--- config.mk ---
export PLATFORM = sky130hd
export DESIGN_NAME = armish_mc_datapath_p
export DESIGN_NICKNAME = d
export VERILOG_FILES = /design/src/rtl/armish_pkg.sv /design/src/rtl/armish_regfile.sv /design/src/rtl/armish_mc_datapath_p.sv
export SDC_FILE = /design/constraint.sdc
export NUM_CORES = 2
export LEC_CHECK = 0
export BUFFER_PORTS_ARGS = -buffer_cell sky130_fd_sc_hd__buf_2
export CAP_MARGIN = 20
export CELL_PAD_IN_SITES_DETAIL_PLACEMENT = 0
export CELL_PAD_IN_SITES_GLOBAL_PLACEMENT = 1
export CORE_ASPECT_RATIO = 1.1
export CORE_UTILIZATION = 33
export CTS_CLUSTER_SIZE = 25
export DETAILED_ROUTE_END_ITERATION = 12
export PLACE_DENSITY_LB_ADDON = 0.1
export SKIP_CTS_REPAIR_TIMING = 1
export SLEW_MARGIN = 20
export SYNTH_ARGS = -nofsm -noshare
export SYNTH_HDL_FRONTEND = slang
export SYNTH_HIERARCHICAL = 1
export SYNTH_SLANG_ARGS = --single-unit
--- constraint.sdc ---
create_clock -name clk -period 41.3 [get_ports clk]
set_input_delay 8.26 -clock clk [delete_from_list [all_inputs] [get_ports clk]]
set_output_delay 8.26 -clock clk [all_outputs]
set_load 0.01 [all_outputs]
--- src/rtl/armish_pkg.sv ---
`default_nettype none
// ============================================================================
// armish_pkg : shared encodings for the ARMish multicycle datapath
// Revision   : 1.0
// ============================================================================
package armish_pkg;

  typedef enum logic [2:0] {
    ALU_ADD = 3'd0,
    ALU_SUB = 3'd1,
    ALU_AND = 3'd2,
    ALU_ORR = 3'd3,
    ALU_EOR = 3'd4,
    ALU_MOV = 3'd5,
    ALU_MVN = 3'd6,
    ALU_RSB = 3'd7
  } alu_op_e;

  typedef enum logic [3:0] {
    COND_EQ = 4'h0, COND_NE = 4'h1, COND_CS = 4'h2, COND_CC = 4'h3,
    COND_MI = 4'h4, COND_PL = 4'h5, COND_VS = 4'h6, COND_VC = 4'h7,
    COND_HI = 4'h8, COND_LS = 4'h9, COND_GE = 4'hA, COND_LT = 4'hB,
    COND_GT = 4'hC, COND_LE = 4'hD, COND_AL = 4'hE, COND_NV = 4'hF
  } cond_e;

  localparam logic [1:0] SRCA_PC     = 2'd0;
  localparam logic [1:0] SRCA_IMM26  = 2'd1;
  localparam logic [1:0] SRCA_A      = 2'd2;

  localparam logic [1:0] SRCB_B      = 2'd0;
  localparam logic [1:0] SRCB_ONE    = 2'd1;
  localparam logic [1:0] SRCB_IMM12  = 2'd2;
  localparam logic [1:0] SRCB_ALUOUT = 2'd3;

  localparam logic [1:0] WB_PC       = 2'd0;
  localparam logic [1:0] WB_ALUOUT   = 2'd1;
  localparam logic [1:0] WB_MDR      = 2'd2;

  typedef enum logic [0:0] {
    ST_IDLE = 1'b0,
    ST_WAIT = 1'b1
  } mem_state_e;

endpackage
`default_nettype wire

--- src/rtl/armish_regfile.sv ---
`default_nettype none
// ============================================================================
// armish_regfile : NREG x DATA_W register file, 2 async read / 1 sync write
// Revision       : 1.0
// ============================================================================
module armish_regfile #(
  parameter int DATA_W = 32,
  parameter int NREG   = 16,
  localparam int IDX_W = $clog2(NREG)
) (
  input  logic              clk,
  input  logic              rst,
  input  logic              we,
  input  logic [IDX_W-1:0]  wa,
  input  logic [DATA_W-1:0] wd,
  input  logic [IDX_W-1:0]  ra1,
  input  logic [IDX_W-1:0]  ra2,
  output logic [DATA_W-1:0] rd1,
  output logic [DATA_W-1:0] rd2
);

  logic [DATA_W-1:0] regs_q [NREG];

  always_ff @(posedge clk or posedge rst) begin
    if (rst) begin
      for (int i = 0; i < NREG; i++) regs_q[i] <= '0;
    end else if (we) begin
      regs_q[wa] <= wd;
    end
  end

  assign rd1 = regs_q[ra1];
  assign rd2 = regs_q[ra2];

endmodule
`default_nettype wire

--- src/rtl/armish_mc_datapath_p.sv ---
`default_nettype none
// ============================================================================
// armish_mc_datapath_p : parametrised multicycle datapath, mem handshake + NZCV
// Revision             : 1.0
// ============================================================================
module armish_mc_datapath_p
  import armish_pkg::*;
#(
  parameter int                DATA_W   = 32,
  parameter int                NREG     = 16,
  parameter logic [DATA_W-1:0] RESET_PC = '0
) (
  input  logic              clk,
  input  logic              rst,
  input  logic              pc_write,
  input  logic              jump,
  input  logic              i_or_d,
  input  logic              rd1_sel,
  input  logic              reg_dst,
  input  logic              ir_write,
  input  logic [1:0]        mem_to_reg,
  input  logic              reg_write,
  input  logic [1:0]        alu_src_a,
  input  logic [1:0]        alu_src_b,
  input  logic [2:0]        alu_op,
  input  logic              pc_src,
  input  logic              ld_cv,
  input  logic              ld_zn,
  input  logic              mem_rd,
  input  logic              mem_wr,
  input  logic              mem_ack,
  input  logic [DATA_W-1:0] mem_rdata,
  output logic              mem_req,
  output logic              mem_we,
  output logic [DATA_W-1:0] mem_addr,
  output logic [DATA_W-1:0] mem_wdata,
  output logic              mem_busy,
  output logic [DATA_W-1:0] instruction,
  output logic              lt,
  output logic              gt,
  output logic              eq,
  output logic              cond_pass
);

  localparam int IDX_W = $clog2(NREG);
  localparam int MSB   = DATA_W - 1;

  logic [DATA_W-1:0] pc_q, pc_d, ir_q, ir_d, mdr_q, mdr_d;
  logic [DATA_W-1:0] a_q, a_d, b_q, b_d, alu_out_q, alu_out_d;
  logic              n_q, n_d, z_q, z_d, c_q, c_d, v_q, v_d;

  mem_state_e        state_q;
  logic              mem_req_q, mem_we_q, mem_irw_q;
  logic [DATA_W-1:0] mem_addr_q, mem_wdata_q;
  logic              busy;

  logic              rf_we;
  logic [IDX_W-1:0]  rf_wa, rf_ra1, rf_ra2;
  logic [DATA_W-1:0] rf_wd, rf_rd1, rf_rd2;

  logic [DATA_W-1:0] src_a, src_b, alu_res;
  logic [DATA_W:0]   wide;
  logic              alu_c, alu_v;

  logic              unused_ir;
  assign unused_ir = ^ir_q[27:26];

  assign busy = (state_q == ST_WAIT);

  armish_regfile #(.DATA_W(DATA_W), .NREG(NREG)) u_regfile (
    .clk (clk),
    .rst (rst),
    .we  (rf_we),
    .wa  (rf_wa),
    .wd  (rf_wd),
    .ra1 (rf_ra1),
    .ra2 (rf_ra2),
    .rd1 (rf_rd1),
    .rd2 (rf_rd2)
  );

  always_comb begin
    rf_ra1 = rd1_sel ? ir_q[12 +: IDX_W] : ir_q[16 +: IDX_W];
    rf_ra2 = ir_q[0 +: IDX_W];
    rf_wa  = reg_dst ? ir_q[12 +: IDX_W] : IDX_W'(NREG - 1);
    rf_we  = reg_write & ~busy;
    case (mem_to_reg)
      WB_PC:   rf_wd = pc_q;
      WB_MDR:  rf_wd = mdr_q;
      default: rf_wd = alu_out_q;
    endcase
  end

  always_comb begin
    case (alu_src_a)
      SRCA_PC:    src_a = pc_q;
      SRCA_IMM26: src_a = {{(DATA_W-26){ir_q[25]}}, ir_q[25:0]};
      default:    src_a = a_q;
    endcase
    case (alu_src_b)
      SRCB_B:     src_b = b_q;
      SRCB_ONE:   src_b = DATA_W'(1);
      SRCB_IMM12: src_b = {{(DATA_W-12){ir_q[11]}}, ir_q[11:0]};
      default:    src_b = alu_out_q;
    endcase
  end

  // Subtraction is done as a + ~b + 1 so the carry-out is directly the no-borrow flag.
  always_comb begin
    wide    = '0;
    alu_res = '0;
    alu_c   = 1'b0;
    alu_v   = 1'b0;
    case (alu_op_e'(alu_op))
      ALU_ADD: begin
        wide    = {1'b0, src_a} + {1'b0, src_b};
        alu_res = wide[MSB:0];
        alu_c   = wide[DATA_W];
        alu_v   = (src_a[MSB] == src_b[MSB]) && (alu_res[MSB] != src_a[MSB]);
      end
      ALU_SUB: begin
        wide    = {1'b0, src_a} + {1'b0, ~src_b} + (DATA_W+1)'(1);
        alu_res = wide[MSB:0];
        alu_c   = wide[DATA_W];
        alu_v   = (src_a[MSB] != src_b[MSB]) && (alu_res[MSB] != src_a[MSB]);
      end
      ALU_RSB: begin
        wide    = {1'b0, src_b} + {1'b0, ~src_a} + (DATA_W+1)'(1);
        alu_res = wide[MSB:0];
        alu_c   = wide[DATA_W];
        alu_v   = (src_b[MSB] != src_a[MSB]) && (alu_res[MSB] != src_b[MSB]);
      end
      ALU_AND: alu_res = src_a & src_b;
      ALU_ORR: alu_res = src_a | src_b;
      ALU_EOR: alu_res = src_a ^ src_b;
      ALU_MOV: alu_res = src_b;
      default: alu_res = ~src_b;
    endcase
  end

  always_comb begin
    pc_d      = pc_q;
    ir_d      = ir_q;
    mdr_d     = mdr_q;
    a_d       = a_q;
    b_d       = b_q;
    alu_out_d = alu_out_q;
    n_d       = n_q;
    z_d       = z_q;
    c_d       = c_q;
    v_d       = v_q;
    if (!busy) begin
      a_d       = rf_rd1;
      b_d       = rf_rd2;
      alu_out_d = alu_res;
      if (pc_write | jump) pc_d = pc_src ? alu_out_q : alu_res;
      if (ld_cv) begin
        c_d = alu_c;
        v_d = alu_v;
      end
      if (ld_zn) begin
        z_d = (alu_res == '0);
        n_d = alu_res[MSB];
      end
    end else if (mem_ack && !mem_we_q) begin
      mdr_d = mem_rdata;
      if (mem_irw_q) ir_d = mem_rdata;
    end
  end

  always_ff @(posedge clk or posedge rst) begin
    if (rst) begin
      pc_q      <= RESET_PC;
      ir_q      <= '0;
      mdr_q     <= '0;
      a_q       <= '0;
      b_q       <= '0;
      alu_out_q <= '0;
      n_q       <= 1'b0;
      z_q       <= 1'b0;
      c_q       <= 1'b0;
      v_q       <= 1'b0;
    end else begin
      pc_q      <= pc_d;
      ir_q      <= ir_d;
      mdr_q     <= mdr_d;
      a_q       <= a_d;
      b_q       <= b_d;
      alu_out_q <= alu_out_d;
      n_q       <= n_d;
      z_q       <= z_d;
      c_q       <= c_d;
      v_q       <= v_d;
    end
  end

  // Request fields are captured once on entry to WAIT and held until the ack.
  always_ff @(posedge clk or posedge rst) begin
    if (rst) begin
      state_q     <= ST_IDLE;
      mem_req_q   <= 1'b0;
      mem_we_q    <= 1'b0;
      mem_irw_q   <= 1'b0;
      mem_addr_q  <= '0;
      mem_wdata_q <= '0;
    end else begin
      case (state_q)
        ST_IDLE: begin
          if (mem_rd | mem_wr) begin
            state_q     <= ST_WAIT;
            mem_req_q   <= 1'b1;
            mem_we_q    <= mem_wr;
            mem_irw_q   <= ir_write;
            mem_addr_q  <= i_or_d ? alu_out_q : pc_q;
            mem_wdata_q <= a_q;
          end
        end
        default: begin
          if (mem_ack) begin
            state_q   <= ST_IDLE;
            mem_req_q <= 1'b0;
          end
        end
      endcase
    end
  end

  always_comb begin
    case (cond_e'(ir_q[31:28]))
      COND_EQ: cond_pass = z_q;
      COND_NE: cond_pass = ~z_q;
      COND_CS: cond_pass = c_q;
      COND_CC: cond_pass = ~c_q;
      COND_MI: cond_pass = n_q;
      COND_PL: cond_pass = ~n_q;
      COND_VS: cond_pass = v_q;
      COND_VC: cond_pass = ~v_q;
      COND_HI: cond_pass = c_q & ~z_q;
      COND_LS: cond_pass = ~c_q | z_q;
      COND_GE: cond_pass = (n_q == v_q);
      COND_LT: cond_pass = (n_q != v_q);
      COND_GT: cond_pass = ~z_q & (n_q == v_q);
      COND_LE: cond_pass = z_q | (n_q != v_q);
      COND_AL: cond_pass = 1'b1;
      default: cond_pass = 1'b0;
    endcase
  end

  assign lt          = n_q ^ v_q;
  assign gt          = ~z_q & (n_q ~^ v_q);
  assign eq          = z_q;
  assign instruction = ir_q;
  assign mem_busy    = busy;
  assign mem_req     = mem_req_q;
  assign mem_we      = mem_we_q;
  assign mem_addr    = mem_addr_q;
  assign mem_wdata   = mem_wdata_q;

endmodule
`default_nettype wire

# Yosys cells after proc, flatten, opt, wreduce, memory -nomap -nowiden
# Cells that the tools add are included.
word_totals:
  reg_bits: 776
  in_bits: 56
  output_inout_bits: 103
  elab_cells: 143
classes:
  add_sub_neg: 5
  n_lt_le_gt_ge: 4
  eq_ne: 33
  n_mux: 26
  bitwise_logic: 23
  reduce_logical: 20
ops:
  columns: ["op", "count"]
  rows:
  - ["bitwise mux 512 bit", 1]
  - ["binary-select mux 32 bit (select 4 bit)", 2]
  - ["2-to-1 mux 32 bit", 7]
  - ["case mux 32 bit (7 select lines)", 1]
  - ["demux 32 bit (select 4 bit)", 1]
  - ["case mux 32 bit (2 select lines)", 2]
  - ["adder 32 x 32 -> 33 bit", 3]
  - ["case mux 32 bit (3 select lines)", 1]
  - ["adder 33 x 1 -> 33 bit, second input constant", 2]
  - ["inverter 32 bit", 2]
  - ["bitwise AND 32 bit", 1]
  - ["zero test 32 bit", 1]
  - ["bitwise OR 32 bit", 1]
  - ["bitwise XOR 32 bit", 1]
  - ["equality test 4 bit, second input constant", 7]
  - ["equality test 4 x 3 -> 1 bit, second input constant", 4]
  - ["greater-or-equal comparator 5 bit, second input constant", 3]
  - ["inverter 4 -> 5 bit", 3]
  - ["case mux 1 bit (15 select lines)", 1]
  - ["AND reduction 2 bit", 6]
  - ["equality test 3 bit, second input constant", 3]
  - ["equality test 4 x 2 -> 1 bit, second input constant", 2]
  - ["2-to-1 mux 4 bit", 2]
  - ["equality test 3 x 2 -> 1 bit, second input constant", 2]
  - ["other kinds (22)", 52]

# Logic depth before layout (Yosys ltp)
logic_depth:
  depth_word: 8
  mapped_depth: 21
  mapped_depth_nobuf: 16

# Hierarchy
# Netlist, hierarchy kept.
by_module_without_submodules:
  columns: ["module", "n_inst", "cells_per_inst", "area_each_um2", "seq_area_each_um2"]
  rows:
  - ["armish_regfile", 1, 1677, 26466.6, 12812.3]
  - ["armish_mc_datapath_p", 1, 2427, 20432.1, 6606.3]

# Worst setup path before layout
# No wires, ideal clock.
synth_timing:
  path_type: "input port to flip-flop"
  startpoint: "in alu_src_a[0]"
  endpoint: "reg z_q (netlist: eq)"
  setup_time_ns: 0.096
  arrival_ns: 12.745
  required_time_ns: 41.204
  setup_slack_ns: 28.459
  cell_stages: 17
  n_path_buf: 2
  path_cell_list: "clkbuf_1 clkbuf_1 mux2i_1 o21ai_0 inv_1 fa_1 nor2b_1 o2111ai_1 a21oi_2 o21ai_1 a311o_1 o32ai_2 o2111ai_1 or4_1 nor4b_2 nand4_1 o32ai_2"
synth_between:
  elab_chain_cells: 7
  word_cells_on_any_way: 14
  classes_between: "add/sub (5); eq/ne (1); mux (2); bitwise (4); reduce/logical (2)"
synth_lines:
  columns: ["item", "line_no", "text"]
  rows:
  - ["start: declaration", "armish_mc_datapath_p.sv:23", "input logic [1:0] alu_src_a,"]
  - ["equality test 2 x 1 -> 1 bit or zero test 2 bit (tied branches)", "armish_mc_datapath_p.sv:95", "case (alu_src_a)"]
  - ["case mux 32 bit (2 select lines) *", "armish_mc_datapath_p.sv:95", null]
  - ["inverter 32 bit", "armish_mc_datapath_p.sv:128", "wide = {1'b0, src_b} + {1'b0, ~src_a} + (DATA_W+1)'(1);"]
  - ["adder 32 x 32 -> 33 bit", "armish_mc_datapath_p.sv:128", null]
  - ["adder 33 x 1 -> 33 bit", "armish_mc_datapath_p.sv:128", null]
  - ["case mux 32 bit (7 select lines) *", "armish_mc_datapath_p.sv:114", "case (alu_op_e'(alu_op))"]
  - ["zero test 32 bit *", "armish_mc_datapath_p.sv:162", "z_d = (alu_res == '0);"]
  - ["end signal: assignment", "armish_mc_datapath_p.sv:191", "z_q <= z_d;"]
  - ["end: declaration", "armish_mc_datapath_p.sv:50", "logic n_q, n_d, z_q, z_d, c_q, c_d, v_q, v_d;"]
# Mark *: on every way between the ends. The rest lies on a longest branch, timed or not.
# A chain may end at the register's enable or synchronous reset.

# Worst setup path in the final report
layout_timing:
  startpoint: "in alu_src_b[0]"
  endpoint: "reg z_q (netlist: eq)"
layout_between:
  elab_chain_cells: 7
  word_cells_on_any_way: 15
  classes_between: "add/sub (5); eq/ne (2); mux (2); bitwise (4); reduce/logical (2)"
layout_lines:
  columns: ["item", "line_no", "text"]
  rows:
  - ["start: declaration", "armish_mc_datapath_p.sv:24", "input logic [1:0] alu_src_b,"]
  - ["equality test 2 bit (tied with other cells)", "armish_mc_datapath_p.sv:100", "case (alu_src_b)"]
  - ["case mux 32 bit (3 select lines) *", "armish_mc_datapath_p.sv:100", null]
  - ["inverter 32 bit", "armish_mc_datapath_p.sv:122, armish_mc_datapath_p.sv:137", null]
  - ["adder 32 x 32 -> 33 bit", "armish_mc_datapath_p.sv:122", "wide = {1'b0, src_a} + {1'b0, ~src_b} + (DATA_W+1)'(1);"]
  - ["adder 33 x 1 -> 33 bit", "armish_mc_datapath_p.sv:122", null]
  - ["case mux 32 bit (7 select lines) *", "armish_mc_datapath_p.sv:114", null]
  - ["zero test 32 bit *", "armish_mc_datapath_p.sv:162", null]
# Marks and branches as above.

==> flow_summary.toml <==
[sta]
hold_viol_final = 0
fin_ws_ps = 27850
rsz0062_at_grt = "no"
min_period_over_period = 0.326
hold_ws_ps = 475
finalSetupViolations = 0
slew_viol_final = 0
worst_pin_slew_ps = 1060
setup_tns_ps = 0
skew_ps = 35.0
max_slew_margin = 0.293
period_needed_ps = 13450
fmax_mhz = 74.4

[setup_path]
r2r_slack_ps = 34950
critPathMaxFanout = 37
crit_required_ps = 41890
slowest_stage = "nand2b_1"
crit_top_cell = "a21oi_1"
crit_family = "compound AO/OA/AOI/OAI gates"
worst_ep_arrival_time_ps = 14040
reg2reg_from = "instruction[1]"
critPathCaptureType = "flip-flop"
critPathBufInv = 3
critical_path_class = "input port to flip-flop"
max_stage_delay_ps = 690
r2r_end = "eq"
cp_cell_sequence = "buf_2 > buf_4 > nand2b_1 > nand2_1 > a22o_1 > ha_1 > inv_1 > a21oi_1 > o31a_1 > o311ai_0 > o21ai_0 > a21oi_1 > o32ai_1 > a32oi_1 > nor4_1 > nand4_1 > o32ai_2"
critPathLaunchType = "input port"
reg2reg_depth = 16

[clock_tree]
root_buffer = "clkbuf_16"
cts.sinks = 776
cts-buffers-inserted = 91
clock_latency_ps = 710
cts_max_path_buffers = 3
htreeDepth = 3
clkTransAtPathRegs_ps = 60
cts_tree = "yes"

[run]
max_cap_viol_count = 0

[run_status]
status = "finished, final reports clean"

[finish]
drive_gt1_frac = 0.333
nFillCells = 13770
fin_util = 0.375
nets = 4314
final_common_cell = "dfrtp_1"
area_growth_syn_to_layout_pct = 12.5
fin_area_um2 = 52700
layout_common_cells = "dfrtp_1 (773), mux2_2 (657), nand2_1 (443), mux4_2 (256), o21ai_0 (217)"

[die]
dieArea_um2 = 144000
boundaryPins = 159
rows = 144
start_util = 0.334
die_h_um = 397
coreArea_um2 = 141000
die_w_um = 361

[detailed_routing]
vias_per_cell = 5.77
drt-initial-drc-count = 2781
routed_wl_um = 174000
drc = 0
drt_first_pass_iters = 6
via_count = 34783
ant_nets = 0
wl_per_cell_um = 28.8

[global_routing]
grt_usage = 0.241
antenna_found_initial = 7
grt_pass1_wl_um = 255000
grt_max_degree = 156
grt_pass1_vias = 35093
overflow = 0

[pwr]
total_leakage_power_nw = 23.6
powerDensity_nw_per_um2 = 79.4
ir_drop_uv = 42.1

[min_path]
min_from = "mdr_q[0]"
hold_path_depth = 2
min_to = "mdr_q[0]"
hold_class = "flip-flop to flip-flop"

[placed_design]
place_congestion = 0.917
placed_area_um2 = 49700
pre_cts_slack_ps = 27100
hpwl_um = 118000
numPortBuffers = 158

[yosys]
synth.avg_cell_area_um2 = 11.4
yosys_register_bits = 776
synthCells = 4104
synth-seq-area-share = 0.414
yosys_warnings = 6
syn_area_um2 = 46900
synth_cell_types = 86
synth-edff-count = 0
synth_fp_nets = 4291
synthArstFlopShare = 1.00
synth_ff_type = "dfrtp_1"
## worst max path at each step
stage,start,end,slack (ps),cells after the start
finish,alu_src_b[0],eq,27850,17
global route,alu_src_b[0],eq,27330,18
CTS,alu_src_b[0],eq,27830,17
detailed placement,alu_src_b[0],eq,27100,17
global placement,alu_src_b[0],eq,26640,18
floorplan,rst,u_regfile/regs_q[0],18740,1
## layout make-up
type,instances,area [µm²],area share
well taps,1825,2280,0.0433
repair buffers,266,1620,0.0307
clock inverters,35,470,0.00892
multi-input cells,2871,25900,0.490
flip-flops and latches,776,19400,0.368
clock buffers,131,2620,0.0496
inverters,121,469,0.00889
diodes,3,7.51,0.000142
## through the flow
| stage | cells | power (W) |
|---|---|---|
| floorplan | 4104 | 0.00262 |
| global placement | 5859 | 0.00334 |
| detailed placement | 5859 | 0.00335 |
| CTS | 6025 | 0.00421 |
| global route | 6025 | 0.00444 |
| finish | 6028 | 0.00419 |
## routing by layer
metal	track usage	vias up	wire [µm]
met3	0.0274	211	8290
li1	-	15331	-
met1	0.342	18258	80000
met5	0	-	13
met4	0.0628	2	3910
met2	0.389	981	81500
## flip-flops by register name (all words and copies together), names as in the netlist
signal,cells
pc_q,32
n_q,1
v_q,1
mdr_q,32
b_q,32
instruction,32
a_q,32
c_q,1
eq,1
mem_we,1
mem_addr,32
mem_busy,1
mem_wdata,32
u_regfile/regs_q,512
mem_req,1
alu_out_q,32
mem_irw_q,1
## cell usage after synthesis (all sizes together), types with 10 or more instances
cell type  number  share of area
a211oi         22         0.0035
a21o           22         0.0035
a21oi         182          0.020
a221oi         12         0.0022
a22o           26         0.0049
a22oi         145          0.023
a31oi          15         0.0020
and2           10         0.0013
buf           119          0.012
clkbuf        217          0.017
dfrtp         776           0.41
ha            128          0.034
inv           119         0.0095
mux2          675           0.16
mux2i         109          0.023
mux4          256           0.12
nand2         445          0.036
nand2b         18         0.0024
nand3          30         0.0032
nand4          15         0.0020
nor2          131          0.010
nor2b          31         0.0041
nor3           28         0.0030
nor4           22         0.0031
o211ai         20         0.0032
o21a           23         0.0037
o21ai         242          0.026
o21bai         10         0.0017
o22ai          31         0.0041
o31ai          26         0.0044
or2            10         0.0013
or3            13         0.0017
xnor2          31         0.0058
## logic make-up after synthesis
family / share of synthesized area
multiplexers: 0.308
AND/OR/NAND/NOR: 0.0750
adder cells (fa/ha/maj): 0.0354
flip-flops: 0.414
buffers and inverters: 0.0394
XOR/XNOR: 0.00616
AO/OA/AOI/OAI: 0.122
## power by group
group	internal (W)	switching, W	leakage (nW)
clock	0.000492	0.000345	1.51
combinational	0.000855	0.00120	11.9
sequential	0.00104	0.000256	10.3
## worst reg2reg max path, delay by kind of cell (launching register included)
family | cells | cell delay [ps]
AO/OA/AOI/OAI | 8 | 2950
adder cells (fa/ha/maj) | 1 | 490
buffers and inverters | 2 | 920
flip-flops | 1 | 420
multiplexers | 1 | 170
AND/OR/NAND/NOR | 4 | 1310
(Power assumes the default switching activity.)
